$ cat src/rtl/mips32_instr_encoder.sv
// mips32_instr_encoder: turns symbolic micro-op requests into MIPS32
// instruction words. Each word leaves with the instruction-memory byte
// address it belongs at. The block fills instruction memory during
// bring-up and self-test. Valid/ready on both sides, latency 1, full
// throughput when the consumer is always ready, capacity limited to DEPTH.
module mips32_instr_encoder #(
    parameter int                ADDR_W    = 32,
    parameter logic [ADDR_W-1:0] BASE_ADDR = 32'h0040_0000,
    parameter int                DEPTH     = 1024,
    localparam int               CNT_W     = $clog2(DEPTH + 1)
) (
    input  logic              clk,
    input  logic              rst,
    input  logic              restart,
    input  logic              in_valid,
    output logic              in_ready,
    input  logic [3:0]        op,
    input  logic [4:0]        rs,
    input  logic [4:0]        rt,
    input  logic [4:0]        rd,
    input  logic [15:0]       imm,
    input  logic [25:0]       target,
    output logic              out_valid,
    input  logic              out_ready,
    output logic [31:0]       out_word,
    output logic [ADDR_W-1:0] out_addr,
    output logic [CNT_W-1:0]  word_count,
    output logic              full,
    output logic              inv_op,
    output logic [7:0]        inv_count
);

    // Operation codes on the request side.
    localparam logic [3:0] OP_ADD = 4'd0;
    localparam logic [3:0] OP_SUB = 4'd1;
    localparam logic [3:0] OP_AND = 4'd2;
    localparam logic [3:0] OP_OR  = 4'd3;
    localparam logic [3:0] OP_SLT = 4'd4;
    localparam logic [3:0] OP_LW  = 4'd5;
    localparam logic [3:0] OP_SW  = 4'd6;
    localparam logic [3:0] OP_BEQ = 4'd7;
    localparam logic [3:0] OP_BNE = 4'd8;
    localparam logic [3:0] OP_J   = 4'd9;

    // MIPS32 primary opcodes.
    localparam logic [5:0] OPC_RTYPE = 6'h00;
    localparam logic [5:0] OPC_J     = 6'h02;
    localparam logic [5:0] OPC_BEQ   = 6'h04;
    localparam logic [5:0] OPC_BNE   = 6'h05;
    localparam logic [5:0] OPC_LW    = 6'h23;
    localparam logic [5:0] OPC_SW    = 6'h2B;

    // R-type function codes.
    localparam logic [5:0] FN_ADD = 6'h20;
    localparam logic [5:0] FN_SUB = 6'h22;
    localparam logic [5:0] FN_AND = 6'h24;
    localparam logic [5:0] FN_OR  = 6'h25;
    localparam logic [5:0] FN_SLT = 6'h2A;

    localparam logic [CNT_W-1:0] CNT_ONE   = CNT_W'(1);
    localparam logic [CNT_W-1:0] CNT_DEPTH = CNT_W'(DEPTH);

    // Only ops 0..9 have an encoding. Everything above is dropped and counted.
    function automatic logic op_is_valid(input logic [3:0] f_op);
        logic ok;
        case (f_op)
            OP_ADD, OP_SUB, OP_AND, OP_OR, OP_SLT,
            OP_LW, OP_SW, OP_BEQ, OP_BNE, OP_J: ok = 1'b1;
            default:                            ok = 1'b0;
        endcase
        return ok;
    endfunction

    // Build the 32-bit instruction word. Fields that an op does not use are ignored.
    function automatic logic [31:0] encode(
        input logic [3:0]  f_op,
        input logic [4:0]  f_rs,
        input logic [4:0]  f_rt,
        input logic [4:0]  f_rd,
        input logic [15:0] f_imm,
        input logic [25:0] f_target
    );
        logic [31:0] w;
        case (f_op)
            OP_ADD:  w = {OPC_RTYPE, f_rs, f_rt, f_rd, 5'h00, FN_ADD};
            OP_SUB:  w = {OPC_RTYPE, f_rs, f_rt, f_rd, 5'h00, FN_SUB};
            OP_AND:  w = {OPC_RTYPE, f_rs, f_rt, f_rd, 5'h00, FN_AND};
            OP_OR:   w = {OPC_RTYPE, f_rs, f_rt, f_rd, 5'h00, FN_OR};
            OP_SLT:  w = {OPC_RTYPE, f_rs, f_rt, f_rd, 5'h00, FN_SLT};
            OP_LW:   w = {OPC_LW,  f_rs, f_rt, f_imm};
            OP_SW:   w = {OPC_SW,  f_rs, f_rt, f_imm};
            OP_BEQ:  w = {OPC_BEQ, f_rs, f_rt, f_imm};
            OP_BNE:  w = {OPC_BNE, f_rs, f_rt, f_imm};
            OP_J:    w = {OPC_J, f_target};
            default: w = 32'h0000_0000;
        endcase
        return w;
    endfunction

    // State registers.
    logic              out_valid_r;
    logic [31:0]       out_word_r;
    logic [ADDR_W-1:0] out_addr_r;
    logic [CNT_W-1:0]  word_count_r;
    logic              full_r;
    logic              inv_op_r;
    logic [7:0]        inv_count_r;

    // Combinational helpers.
    logic              in_ready_s;
    logic              accept_s;
    logic              op_ok_s;
    logic              accept_word_s;
    logic              accept_inv_s;
    logic              drain_s;
    logic [31:0]       word_next_s;
    logic [ADDR_W-1:0] addr_next_s;
    logic [CNT_W-1:0]  count_inc_s;
    logic [7:0]        inv_count_next_s;

    // Handshake qualification, encoding and next-value arithmetic.
    always_comb begin
        in_ready_s       = 1'b0;
        accept_s         = 1'b0;
        op_ok_s          = 1'b0;
        accept_word_s    = 1'b0;
        accept_inv_s     = 1'b0;
        drain_s          = 1'b0;
        word_next_s      = 32'h0000_0000;
        addr_next_s      = BASE_ADDR;
        count_inc_s      = word_count_r;
        inv_count_next_s = inv_count_r;

        // Reset and restart both block acceptance. So does a full buffer or
        // an output that is stalled by the consumer.
        in_ready_s    = rst && !restart && !full_r && (!out_valid_r || out_ready);
        accept_s      = in_valid && in_ready_s;
        op_ok_s       = op_is_valid(op);
        accept_word_s = accept_s && op_ok_s;
        accept_inv_s  = accept_s && !op_ok_s;
        drain_s       = out_valid_r && out_ready;
        word_next_s   = encode(op, rs, rt, rd, imm, target);

        // The word address uses the count before this accept is added.
        // The sum wraps modulo 2^ADDR_W.
        addr_next_s = BASE_ADDR + ADDR_W'({word_count_r, 2'b00});
        count_inc_s = word_count_r + CNT_ONE;

        if (inv_count_r != 8'hFF) begin
            inv_count_next_s = inv_count_r + 8'd1;
        end else begin
            inv_count_next_s = inv_count_r;
        end
    end

    // Main state update. Priority is reset, then restart, then the handshake.
    always_ff @(posedge clk) begin
        if (!rst) begin
            out_valid_r  <= 1'b0;
            out_word_r   <= 32'h0000_0000;
            out_addr_r   <= BASE_ADDR;
            word_count_r <= '0;
            full_r       <= 1'b0;
            inv_op_r     <= 1'b0;
            inv_count_r  <= 8'h00;
        end else if (restart) begin
            // The invalid-op count survives a restart. The last word stays on out_word.
            out_valid_r  <= 1'b0;
            out_addr_r   <= BASE_ADDR;
            word_count_r <= '0;
            full_r       <= 1'b0;
            inv_op_r     <= 1'b0;
        end else begin
            inv_op_r <= accept_inv_s;

            if (accept_word_s) begin
                out_valid_r  <= 1'b1;
                out_word_r   <= word_next_s;
                out_addr_r   <= addr_next_s;
                word_count_r <= count_inc_s;
                full_r       <= (count_inc_s == CNT_DEPTH);
            end else if (drain_s) begin
                // The word is consumed and no new word replaces it. out_word
                // and out_addr keep their last value.
                out_valid_r <= 1'b0;
            end

            if (accept_inv_s) begin
                inv_count_r <= inv_count_next_s;
            end
        end
    end

    assign in_ready   = in_ready_s;
    assign out_valid  = out_valid_r;
    assign out_word   = out_word_r;
    assign out_addr   = out_addr_r;
    assign word_count = word_count_r;
    assign full       = full_r;
    assign inv_op     = inv_op_r;
    assign inv_count  = inv_count_r;

endmodule

$ cat config.mk
export PLATFORM = sky130hd
export DESIGN_NAME = mips32_instr_encoder
export DESIGN_NICKNAME = d
export VERILOG_FILES = /design/src/rtl/mips32_instr_encoder.sv
export SDC_FILE = /design/constraint.sdc
export NUM_CORES = 1
export LEC_CHECK = 0
export ABC_CLOCK_PERIOD_IN_PS = 2000
export CAP_MARGIN = 25
export CORE_MARGIN = 2
export CORE_UTILIZATION = 42
export CTS_CLUSTER_DIAMETER = 120
export DETAILED_ROUTE_END_ITERATION = 8
export MAX_ROUTING_LAYER = met4
export PLACE_DENSITY = 0.81
export SETUP_SLACK_MARGIN = 0.2
export SYNTH_ARGS = -nofsm -noshare
export SYNTH_HDL_FRONTEND = slang
export SYNTH_SLANG_ARGS = --single-unit
export TNS_END_PERCENT = 1
$ cat constraint.sdc
create_clock -name clk -period 2 [get_ports clk]
set_input_delay 0.3 -clock clk [delete_from_list [all_inputs] [get_ports clk]]
set_output_delay 0.3 -clock clk [all_outputs]
set_load 0.05 [all_outputs]
Word level (Yosys, flattened, before mapping)

Memory sizes are Yosys's and may differ from the RTL's.
Cells that the tools add are included.

$mul: 0
Equality and inequality tests: 11
Reduce and logical (&&, ||, !) cells: 17
Div/mod/pow operators: 0
Add/subtract/negate cells: 3
Shift operators: 0
Mux-type cells: 3
$lt $le $gt $ge: 0
Bitwise gates (word level): 2

Operators by type and width:

| cell                                                                   | number |
|---|---|
| 32-bit case mux with 10 select lines                                   | 1 |
| 23-bit by 13-bit adder with 24-bit output (first input constant)       | 1 |
| 4-bit by 3-bit equality test with 1-bit output (second input constant) | 4 |
| 11-bit by 1-bit adder with 11-bit output (second input constant)       | 1 |
| 11-bit equality test (second input constant)                           | 1 |
| 8-bit by 1-bit adder with 8-bit output (second input constant)         | 1 |
| 4-bit by 2-bit equality test with 1-bit output (second input constant) | 2 |
| 4-bit equality test (second input constant)                            | 2 |
| 8-bit != test (second input constant)                                  | 1 |
| 1-bit logical AND                                                      | 7 |
| 4-bit by 1-bit equality test with 1-bit output (second input constant) | 1 |
| 1-bit logical NOT                                                      | 4 |
| 4-bit logical NOT                                                      | 1 |
| 3-bit AND reduction                                                    | 1 |
| 1-bit two-way mux                                                      | 2 |
| 1-bit NOT                                                              | 2 |
| 2-bit AND reduction                                                    | 1 |
| 2-bit nonzero test                                                     | 1 |
| 2-bit OR reduction                                                     | 1 |
| 1-bit logical OR                                                       | 1 |

Memories: 1
Memory bits (read-only): 16
Bits in registers: 86
Latch bits: 0
Bits in writable memories: 0

Memory list:

| memory          | words | bits a word | read ports | clocked after Yosys merged registers in | wr ports | RTL line | text |
|---|---|---|---|---|---|---|---|
| (no name shown) | 16    | 1           | 1          | 0                                       | 0        | 66       | `case (f_op)` |

Depth between registers and ports, before layout

Gate-level depths: netlist of the first run.

Word-level depth: 7
Gate-level depth with buffers: 7
Gate-level depth less buffers: 5

Least setup slack after synthesis of the first run

Ideal clock, no wire load.

Path type: register -> register
Start: register word_count_r[3], in the netlist word_count[3]
End: register word_count_r[9], in the netlist word_count[9]
Data required time: 1.930 ns
Setup time: 0.070 ns
Stages on the path, launching flop included: 6
Slack: -0.111 ns
Arrival time: 2.040 ns
Cells stage by stage: dfxtp_1 -> buf_2 -> nand3_1 -> or3_1 -> or4_1 -> a21oi_1

Longest elaborated chain between the ends: 1

RTL lines:

| what                                     | RTL line | text |
|---|---|---|
| start, declared                          | 104      | `logic [CNT_W-1:0] word_count_r;` |
| start signal, assigned                   | 180      | `word_count_r <= count_inc_s;` |
| 11-bit by 1-bit adder with 11-bit output | 147      | `count_inc_s = word_count_r + CNT_ONE;` |

No other way between the ends.
A chain may end at the register's enable or synchronous reset.

Worst setup path in the final report of the first run

Start: register out_word_r[20], in the netlist out_word[20]
End: output out_word[20]

RTL lines:

| what                   | RTL line | text |
|---|---|---|
| start, declared        | 102      | `logic [31:0] out_word_r;` |
| start signal, assigned | 178      | `out_word_r <= word_next_s;` |
| end, declared          | 25       | `output logic [31:0] out_word,` |

No word-level cell between the ends.

==> impl_metrics.toml, run 1 <==
[floorplanning]
ioPinCount = 153
floorplan.die.width_um = 93.1
num_rows = 32
floorplan.die.height_um = 93.1
core-area_mm2 = 0.00769
die-area_mm2 = 0.00866
initial_utilization = 0.433

[finish]
nNetsFinal = 618
utilization_after_layout = 0.691
area_of_the_multi_input_gates_mm2 = 0.00190
seq_area_mm2 = 0.00129
area_growth_pct = 59.4
post_route_cells_drive_above_1_share = 0.153
n_fill_cell = 599
antenna_cells = 0

[detailed_routing]
wl_um = 10300
drt_first_pass_iters = 4
vias = 3638
first_iter_violations = 192
via_per_inst = 5.55
ant_nets = 0
avgRoutedWirePerCell_um = 15.8
drcViolationCount = 0

[grt]
antenna_found_initial = 0
grt_overflow = 0
grt.busiest_layer = "met2"
grt_use_met1 = 0.286
grt_util_met3 = 0.0306
vias_in_the_first_global_route = 3185
grt_pass1_wl_um = 15400
gr-usage-met2 = 0.368
grt_start_max_net_pins = 29
global_route.usage.total = 0.226

[timing]
totalNegativeSetupSlack_ns = 0
slew_viol_final = 0
max_slew_margin = 0.559
tightestPinTransition_ns = 0.661
rsz0062_at_grt = "true"
timing.final.crit_share = 0.888
timing_hold_violations_final = 0
setup_viol = 0
fin_skew_ns = 0.00891
final.min_clock_period_ns = 1.78
timing.fmax_mhz = 563

[clock_tree]
cts_tree = "built"
cts.path.max_buffers = 2
tritoncts.num_buffers = 9
hold_buffers = 0
worst_skew_pair.late_latency_ns = 0.34
numClockSinks = 64
worst_setup_hold_path_clk_slew_ns = 0.07
maximum_level_of_the_cts_h_tree = 3
cts.repair_timing.setup_buffer_count = 0
cts.root.buffer_cell = "sky130_fd_sc_hd__clkbuf_8"

[critical_path]
critical_path.endpoint_type = "output port"
crit_fanout = 2
crit_type = "reg -> out"
crit_required_ns = 1.70
reg2reg_to = "inv_count[3]"
cp_num_buf_inv = 1
worstReg2RegStart = "out_valid"
worst_r2r_path_depth = 4
worstSetupStartpoint = "out_word[20]"
arrival_ns = 1.48
critical_path.endpoint = "out_word[20]"
worst_path_dominant_cell_family = "buffers and inverters"
cp_launch_type = "flip-flop"
biggest_cell_delay_along_the_critical_path_ns = 0.81
crit_chain = "clkdlybuf4s50_1"
worstSetupPathDepth = 1
critical_path_s_slowest_cell = "sky130_fd_sc_hd__clkdlybuf4s50_1"
timing.reg2reg.setup_slack_ns = 0.23

[power]
static-leakage-power_nw = 2.89
power.density_cell_area_mw_per_mm2 = 578
ir_drop_v = 0.000288

[synth]
post_synth_instance_area_mm2 = 0.00333
netlist_top_cells_area = "sky130_fd_sc_hd__dfxtp_1 (38%), sky130_fd_sc_hd__a21oi_1 (6.8%), sky130_fd_sc_hd__buf_4 (5.6%), sky130_fd_sc_hd__a221oi_1 (5.5%), sky130_fd_sc_hd__nand2_1 (4.4%)"
synth_cells = 416
ys.warnings.count = 0
synth-seq-cells = 64
synth_sequential_area_ratio = 0.385
post-synth-top-count-cell = "sky130_fd_sc_hd__dfxtp_1"
synth-main-ff-cell = "sky130_fd_sc_hd__dfxtp_1"
asyncSetResetFlopFracSynth = 0
yosys.area.top_type_share = 0.385
post_synth.cell_area_avg_um2 = 8.01
yosysTopAreaCell = "sky130_fd_sc_hd__dfxtp_1"
yosys.cell_types.count = 47
synth_top_cells_by_count = "sky130_fd_sc_hd__dfxtp_1 (64), sky130_fd_sc_hd__a21oi_1 (45), sky130_fd_sc_hd__nand2_1 (39), sky130_fd_sc_hd__nor2_1 (31), sky130_fd_sc_hd__buf_4 (25)"
synth_enable_flop_cells = 0

[placed_design]
port_buffers = 130
final_weighted_congestion_in_routability_driven_placement = 0.849
detailed_place_hpwl_um = 7000

[flow_run]
timing.max_cap.violations = 0

[status]
run_status = "complete, no violations"

[hold_path]
worst_hold_path_type = "in -> reg"
-- cell usage in the layout, fill, tap and decap left out, types with 3 or more instances in the layout --
| cell | synthesis | layout |
|---|---|---|
| sky130_fd_sc_hd__and3b_1 | 3 | 3 |
| sky130_fd_sc_hd__o31ai_1 | 8 | 8 |
| sky130_fd_sc_hd__a21oi_2 | 0 | 5 |
| sky130_fd_sc_hd__a211oi_1 | 8 | 8 |
| sky130_fd_sc_hd__nand3b_1 | 4 | 4 |
| sky130_fd_sc_hd__inv_1 | 9 | 9 |
| sky130_fd_sc_hd__or4_1 | 11 | 5 |
| sky130_fd_sc_hd__nor3_1 | 21 | 20 |
| sky130_fd_sc_hd__nand2_1 | 39 | 39 |
| sky130_fd_sc_hd__nand4_1 | 6 | 6 |
| sky130_fd_sc_hd__nor2_1 | 31 | 30 |
| sky130_fd_sc_hd__a221oi_2 | 0 | 6 |
| sky130_fd_sc_hd__or4_4 | 0 | 6 |
| sky130_fd_sc_hd__a21oi_1 | 45 | 40 |
| sky130_fd_sc_hd__mux2i_1 | 3 | 3 |
| sky130_fd_sc_hd__dfxtp_2 | 0 | 8 |
| sky130_fd_sc_hd__buf_12 | 0 | 4 |
| sky130_fd_sc_hd__a221oi_1 | 21 | 15 |
| sky130_fd_sc_hd__nor2b_1 | 5 | 4 |
| sky130_fd_sc_hd__or3_1 | 9 | 9 |
| sky130_fd_sc_hd__nand2b_1 | 8 | 8 |
| sky130_fd_sc_hd__clkdlybuf4s50_1 | 0 | 62 |
| sky130_fd_sc_hd__buf_6 | 0 | 4 |
| sky130_fd_sc_hd__nand3_1 | 9 | 9 |
| sky130_fd_sc_hd__clkbuf_8 | 0 | 11 |
| sky130_fd_sc_hd__dfxtp_1 | 64 | 56 |
| sky130_fd_sc_hd__ha_1 | 3 | 3 |
| sky130_fd_sc_hd__dlymetal6s2s_1 | 0 | 65 |
| sky130_fd_sc_hd__a311oi_1 | 3 | 3 |
| sky130_fd_sc_hd__o21ai_0 | 11 | 11 |
| sky130_fd_sc_hd__conb_1 | 2 | 22 |
| sky130_fd_sc_hd__o22ai_1 | 4 | 4 |
| sky130_fd_sc_hd__nand4b_1 | 5 | 5 |
| sky130_fd_sc_hd__buf_4 | 25 | 23 |
-- metrics by stage --
step / area (um^2) / hold WS, ns / setup slack (ns) / cells / power [mW]
final: 5310 / 0.396 / 0.225 / 656 / 3.07
after global routing: 5310 / 0.414 / 0.153 / 656 / 3.18
after CTS: 4990 / 0.457 / 0.00281 / 656 / 3.06
after detailed placement: 4800 / 0.447 / -0.342 / 640 / 1.94
after global placement: 4800 / 0.439 / -0.288 / 640 / 1.94
after floorplan: 3410 / 0.438 / -0.0573 / 436 / 1.72
-- report_power, final --
group	switching [mW]	total, mW	internal [mW]	leakage (nW)
logic	0.368	0.623	0.255	2.27
registers	0.0144	1.31	1.30	0.522
clock network	0.492	1.13	0.641	0.103
total	0.875	3.07	2.20	2.89
-- worst min path at each step --
stage | endpoint | startpoint | cells past startpoint
floorplan | out_word[1] | rst | 2
global placement | out_word[29] | out_word[29] | 2
detailed placement | out_word[0] | out_word[0] | 2
CTS | out_word[0] | out_word[0] | 2
global route | inv_count[5] | rst | 4
finish | out_word[1] | rst | 4
-- timing repair --
action / in CTS / in global routing
setup endpoints to repair: 73 / 100
gates cloned: 0 / 0
resized for setup: 1 / 102
pin swaps: 0 / 15
-- layer usage --
metal / up-vias / wire [um]
met1: 1732 / 4290
met4: 0 / 250
li1: 1743 / -
met2: 142 / 5280
met5: - / 0
met3: 21 / 525
-- flip-flops by register name, indices dropped and copies added, names as in the netlist --
signal	cells
out_valid	1
full	1
out_word	31
out_addr	11
word_count	11
inv_count	8
inv_op	1
-- logic make-up after synthesis --
kind of cell | Yosys count | share of synthesized area
and+or+nand+nor | 160 | 0.253
AOI/OAI and AO/OA | 111 | 0.218
buffers and inverters | 68 | 0.107
DFF | 64 | 0.385
muxes | 5 | 0.0158
adders and majority gates | 3 | 0.0113
xor gates and xnor gates | 3 | 0.00789
other | 2 | 0.00225
-- layout make-up --
class | count | share of cell area
inverter | 10 | 0.00707
tap | 102 | 0.0240
clock buffer | 13 | 0.0299
multi-input combinational | 304 | 0.358
sequential | 64 | 0.243
timing repair buffer | 160 | 0.331
clock inverter | 3 | 0.00754
No activity file was read; power rests on OpenSTA's default activity.
==> inputs of run 2 (changes only) <==
ABC_CLOCK_PERIOD_IN_PS = 1820   (was 2000)
SLEW_MARGIN = 20   (was unset)
clock period = 1.82 ns   (was 2 ns; I/O delays follow)
==> impl_metrics.toml, run 2 (synthesis results as in run 1) <==
[hold_path]
whs_endpoint = "out_addr[11]"
holdCritStartpoint = "out_addr[11]"
timing.hold.worst_path_depth = 2
worst_hold_path_type = "reg -> reg"

[grt]
vias_in_the_first_global_route = 3320
grt_start_max_net_pins = 31
grt_pass1_wl_um = 15900
grt_overflow = 0
global_route.usage.total = 0.232
antenna_found_initial = 0

[placed_design]
port_buffers = 130
detailed_place_hpwl_um = 7130
final_weighted_congestion_in_routability_driven_placement = 0.872
placedCellCount = 654

[clock_tree]
numClockSinks = 64
cts.path.max_buffers = 2
cts.repair_timing.setup_buffer_count = 0
hold_buffers = 0
worst_skew_pair.late_latency_ns = 0.34
tritoncts.num_buffers = 9
cts_tree = "built"
maximum_level_of_the_cts_h_tree = 3
worst_setup_hold_path_clk_slew_ns = 0.07
cts.root.buffer_cell = "sky130_fd_sc_hd__clkbuf_8"

[detailed_routing]
wl_um = 9850
ant_nets = 0
avgRoutedWirePerCell_um = 14.7
wl_met3_um = 666
via_per_inst = 5.44
drt_first_pass_iters = 4
vias = 3657
first_iter_violations = 216
dr.max_layer_used = "met4"
drcViolationCount = 0
met1_length_um = 4120
dr_wl_met2_um = 4880

[floorplanning]
die-area_mm2 = 0.00866
initial_utilization = 0.433
ioPinCount = 153
floorplan.die.height_um = 93.1
floorplan.die.width_um = 93.1
num_rows = 32
core-area_mm2 = 0.00769

[critical_path]
worst_r2r_path_depth = 4
critical_path_s_slowest_cell = "sky130_fd_sc_hd__or4_4"
worstReg2RegStart = "out_valid"
crit_type = "reg -> reg"
reg2reg_to = "inv_count[7]"
timing.reg2reg.setup_slack_ns = 0.11
crit_required_ns = 2.04
arrival_ns = 1.93
worst_path_dominant_cell_family = "simple AND/OR/NAND/NOR gates"
biggest_cell_delay_along_the_critical_path_ns = 0.52
crit_fanout = 5
critical_path.endpoint_type = "flip-flop"
cp_launch_type = "flip-flop"
crit_chain = "nor2b_4 -> or4_4 -> o41ai_1 -> a21oi_1"
cp_num_buf_inv = 0

[finish]
area_growth_pct = 53.7
post_layout_nonfiller_instances = 672
layout.cells.most_common_list = "sky130_fd_sc_hd__clkdlybuf4s50_1 (58), sky130_fd_sc_hd__buf_4 (58), sky130_fd_sc_hd__dfxtp_1 (57)"
largest_register_ff_count = 31
utilization_after_layout = 0.666
post_route_cells_drive_above_1_share = 0.200
nNetsFinal = 633

[flow_run]
timing.max_cap.violations = 0

[timing]
totalNegativeSetupSlack_ns = 0
rsz0062_at_grt = "true"
fin_skew_ns = 0.00899
setup_viol = 0
timing.final.crit_share = 0.940
holdWs_ns = 0.452
timing_hold_violations_final = 0
tightestPinTransition_ns = 0.523
timing.fmax_mhz = 584
max_slew_margin = 0.651
final.min_clock_period_ns = 1.71
slew_viol_final = 0

[power]
ir_drop_v = 0.000317
switchingPower_uw = 980
internal-power_mw = 2.19
combPwrFrac = 0.212
static-leakage-power_nw = 2.08
sw_frac_of_total = 0.309
seqPwrFrac = 0.455
power.density_cell_area_mw_per_mm2 = 619
clockPowerShare = 0.333

[status]
run_status = "complete, no violations"
## run 2: changes by cell type in the layout (fill, tap and decap cells not counted), sizes merged, moves of 4 or more
cell,previous run,this run
buf,32,67
dlymetal6s2s,65,1
clkdlybuf4s50,62,58
clkinv,3,7
dlygate4sd2,1,48
clkbuf,13,9
## run 2: worst max-delay path by stage
stage	start	endpoint	slack, ns	cells after the start
3_5_place_dp	op[3]	out_word[11]	-0.54	7
3_3_place_gp	op[3]	inv_count[7]	-0.44	5
2_1_floorplan	word_count[1]	word_count[9]	-0.18	5
5_1_grt	out_valid	inv_count[4]	0.08	4
6_report	out_valid	inv_count[7]	0.11	4
4_1_cts	out_valid	inv_count[3]	0.05	4
## run 2: area by class of cell
type	instances	area [um^2]
inverters	10	37.5
multi-input cells	305	1900
fillers	665	2570
well taps	102	128
flip-flops and latches	64	1290
clock inverters	7	48.8
repair buffers	174	1590
diodes	1	2.50
clock buffers	9	124
## run 2: power groups by stage
stage	clock [mW]	sequential, mW	combinational [mW]
finish	1.06	1.44	0.672
global route	1.15	1.45	0.715
CTS	1.08	1.44	0.666
detailed placement	0	1.48	0.667
global placement	0	1.48	0.658
floorplan	0	1.57	0.313
## run 2: worst reg2reg max path, stage by stage, from the launching register on
cell and delay (ns):
sky130_fd_sc_hd__dfxtp_2 0.32, sky130_fd_sc_hd__nor2b_4 0.13, sky130_fd_sc_hd__or4_4 0.52, sky130_fd_sc_hd__o41ai_1 0.49, sky130_fd_sc_hd__a21oi_1 0.13
## run 2: through the flow
step,worst slack (ns),power (mW),cell area (um^2)
2_1_floorplan,-0.185,1.89,3420
3_3_place_gp,-0.444,2.13,4850
5_1_grt,0.0765,3.31,5120
6_report,0.108,3.17,5120
3_5_place_dp,-0.542,2.14,4850
4_1_cts,0.0531,3.19,5060
## run 2: repair_timing
item,in CTS,in global routing
gates cloned,0,1
gates resized for setup,71,11
pin swaps,14,4
hold endpoints to repair,0,0
setup endpoints to repair,89,41
## run 2: layer usage
metal / vias to the layer above / global-route usage
met2: 156 / 0.361
met4: 0 / 0.105
met3: 16 / 0.0314
li1: 1784 / -
met1: 1701 / 0.301
met5: - / -
==> inputs of run 3 (changes only) <==
CORE_MARGIN = unset   (was 2)
CTS_CLUSTER_DIAMETER = unset   (was 120)
==> impl_metrics.toml, run 3 (synthesis results as in run 1) <==
[placed_design]
final_weighted_congestion_in_routability_driven_placement = 0.829
port_buffers = 130
detailed_place_hpwl_um = 7100

[finish]
area_growth_pct = 55.6
seq_area_mm2 = 0.00129
area_of_the_multi_input_gates_mm2 = 0.00191
largest_register_ff_count = 31
layout.cells.most_common_list = "sky130_fd_sc_hd__clkdlybuf4s50_1 (58), sky130_fd_sc_hd__dfxtp_1 (57), sky130_fd_sc_hd__buf_4 (56)"
utilization_after_layout = 0.674
post_route_cells_drive_above_1_share = 0.207
n_fill_cell = 669
final_common_cell = "sky130_fd_sc_hd__clkdlybuf4s50_1"
nNetsFinal = 634

[power]
sw_frac_of_total = 0.282
clockPowerShare = 0.392
static-leakage-power_nw = 2.10
ir_drop_v = 0.000442
power.density_cell_area_mw_per_mm2 = 671
combPwrFrac = 0.193
internal-power_mw = 2.50
seqPwrFrac = 0.415
switchingPower_uw = 979

[floorplanning]
floorplan.die.width_um = 91.1
num_rows = 32
core-area_mm2 = 0.00769
die-area_mm2 = 0.00829
ioPinCount = 153
floorplan.die.height_um = 91.1
initial_utilization = 0.433

[detailed_routing]
vias = 3678
ant_nets = 0
first_iter_violations = 179
wl_um = 10000
drcViolationCount = 0
avgRoutedWirePerCell_um = 14.9
drt_first_pass_iters = 8
via_per_inst = 5.47

[critical_path]
cp_launch_type = "flip-flop"
crit_required_ns = 2.10
crit_type = "reg -> reg"
arrival_ns = 2.03
critical_path.endpoint_type = "flip-flop"
crit_fanout = 7

[status]
run_status = "complete, no violations"

[grt]
grt_pass1_wl_um = 16100
antenna_found_initial = 0
global_route.usage.total = 0.246
grt_overflow = 0
grt_start_max_net_pins = 31
vias_in_the_first_global_route = 3383

[timing]
tightestPinTransition_ns = 0.575
setup_viol = 0
max_slew_margin = 0.617
fin_skew_ns = 0.00624
timing.final.crit_share = 0.959
timing.fmax_mhz = 573
slew_viol_final = 0
timing_hold_violations_final = 0
final.min_clock_period_ns = 1.75
holdWs_ns = 0.456
rsz0062_at_grt = "true"

[clock_tree]
numClockSinks = 64
worst_skew_pair.late_latency_ns = 0.35
maximum_level_of_the_cts_h_tree = 3
worst_setup_hold_path_clk_slew_ns = 0.07
hold_buffers = 0
tritoncts.num_buffers = 9
cts.path.max_buffers = 2
cts_tree = "built"
cts.root.buffer_cell = "sky130_fd_sc_hd__clkbuf_8"

[flow_run]
timing.max_cap.violations = 0

[hold_path]
worst_hold_path_type = "reg -> reg"
run 3: metrics by stage:
stage | instances | instance area (um^2) | setup TNS (ns) | setup slack [ns] | power [mW]
CTS | 671 | 5140 | 0 | 0.0977 | 3.49
global placement | 655 | 4850 | -15.48 | -0.406 | 2.14
detailed placement | 655 | 4850 | -18.85 | -0.493 | 2.15
floorplan | 436 | 3420 | -0.616 | -0.185 | 1.89
global route | 672 | 5180 | 0 | 0.00834 | 3.60
finish | 673 | 5180 | 0 | 0.0748 | 3.48
run 3: area by class of cell:
type / instances / share of cell area
multi-input combinational: 304 / 0.368
inverter: 10 / 0.00724
timing repair buffer: 176 / 0.308
antenna: 1 / 0.000483
clock inverter: 6 / 0.0159
clock buffer: 10 / 0.0266
tap: 102 / 0.0246
sequential: 64 / 0.249
run 3: layer usage:
layer,track usage,wire length (um),vias to the layer above
met5,-,0,-
met4,0.104,241,0
met3,0.0285,483,19
met2,0.408,5060,159
met1,0.302,4250,1727
li1,-,-,1773
run 3: worst max-delay path, cell delays in order (launching register included):
cell and delay [ns]:
sky130_fd_sc_hd__dfxtp_2 0.33, sky130_fd_sc_hd__nor2b_4 0.13, sky130_fd_sc_hd__or4_4 0.57, sky130_fd_sc_hd__or4_4 0.54, sky130_fd_sc_hd__a21oi_2 0.12
run 3: worst paths after layout:
check	startpoint	end	slack [ns]	depth (start not counted)
setup / recovery	out_valid	inv_count[3]	0.07	4
hold / removal	out_word[0]	out_word[0]	0.46	2
setup reg to reg	out_valid	inv_count[3]	0.07	4
hold reg to reg	out_word[0]	out_word[0]	0.46	2
run 3: what timing repair did:
item | in CTS | in global routing
pin swaps | 22 | 2
buffers inserted | 0 | 1
resized for setup | 80 | 9
cloned | 0 | 0
setup endpoints to repair | 97 | 39
run 3: power groups by stage:
stage               combinational [mW]  clock [mW]  sequential [mW]
floorplan                        0.313           0             1.57
global placement                 0.659           0             1.48
detailed placement               0.670           0             1.48
CTS                              0.665        1.38             1.44
global route                     0.709        1.45             1.45
finish                           0.671        1.36             1.44
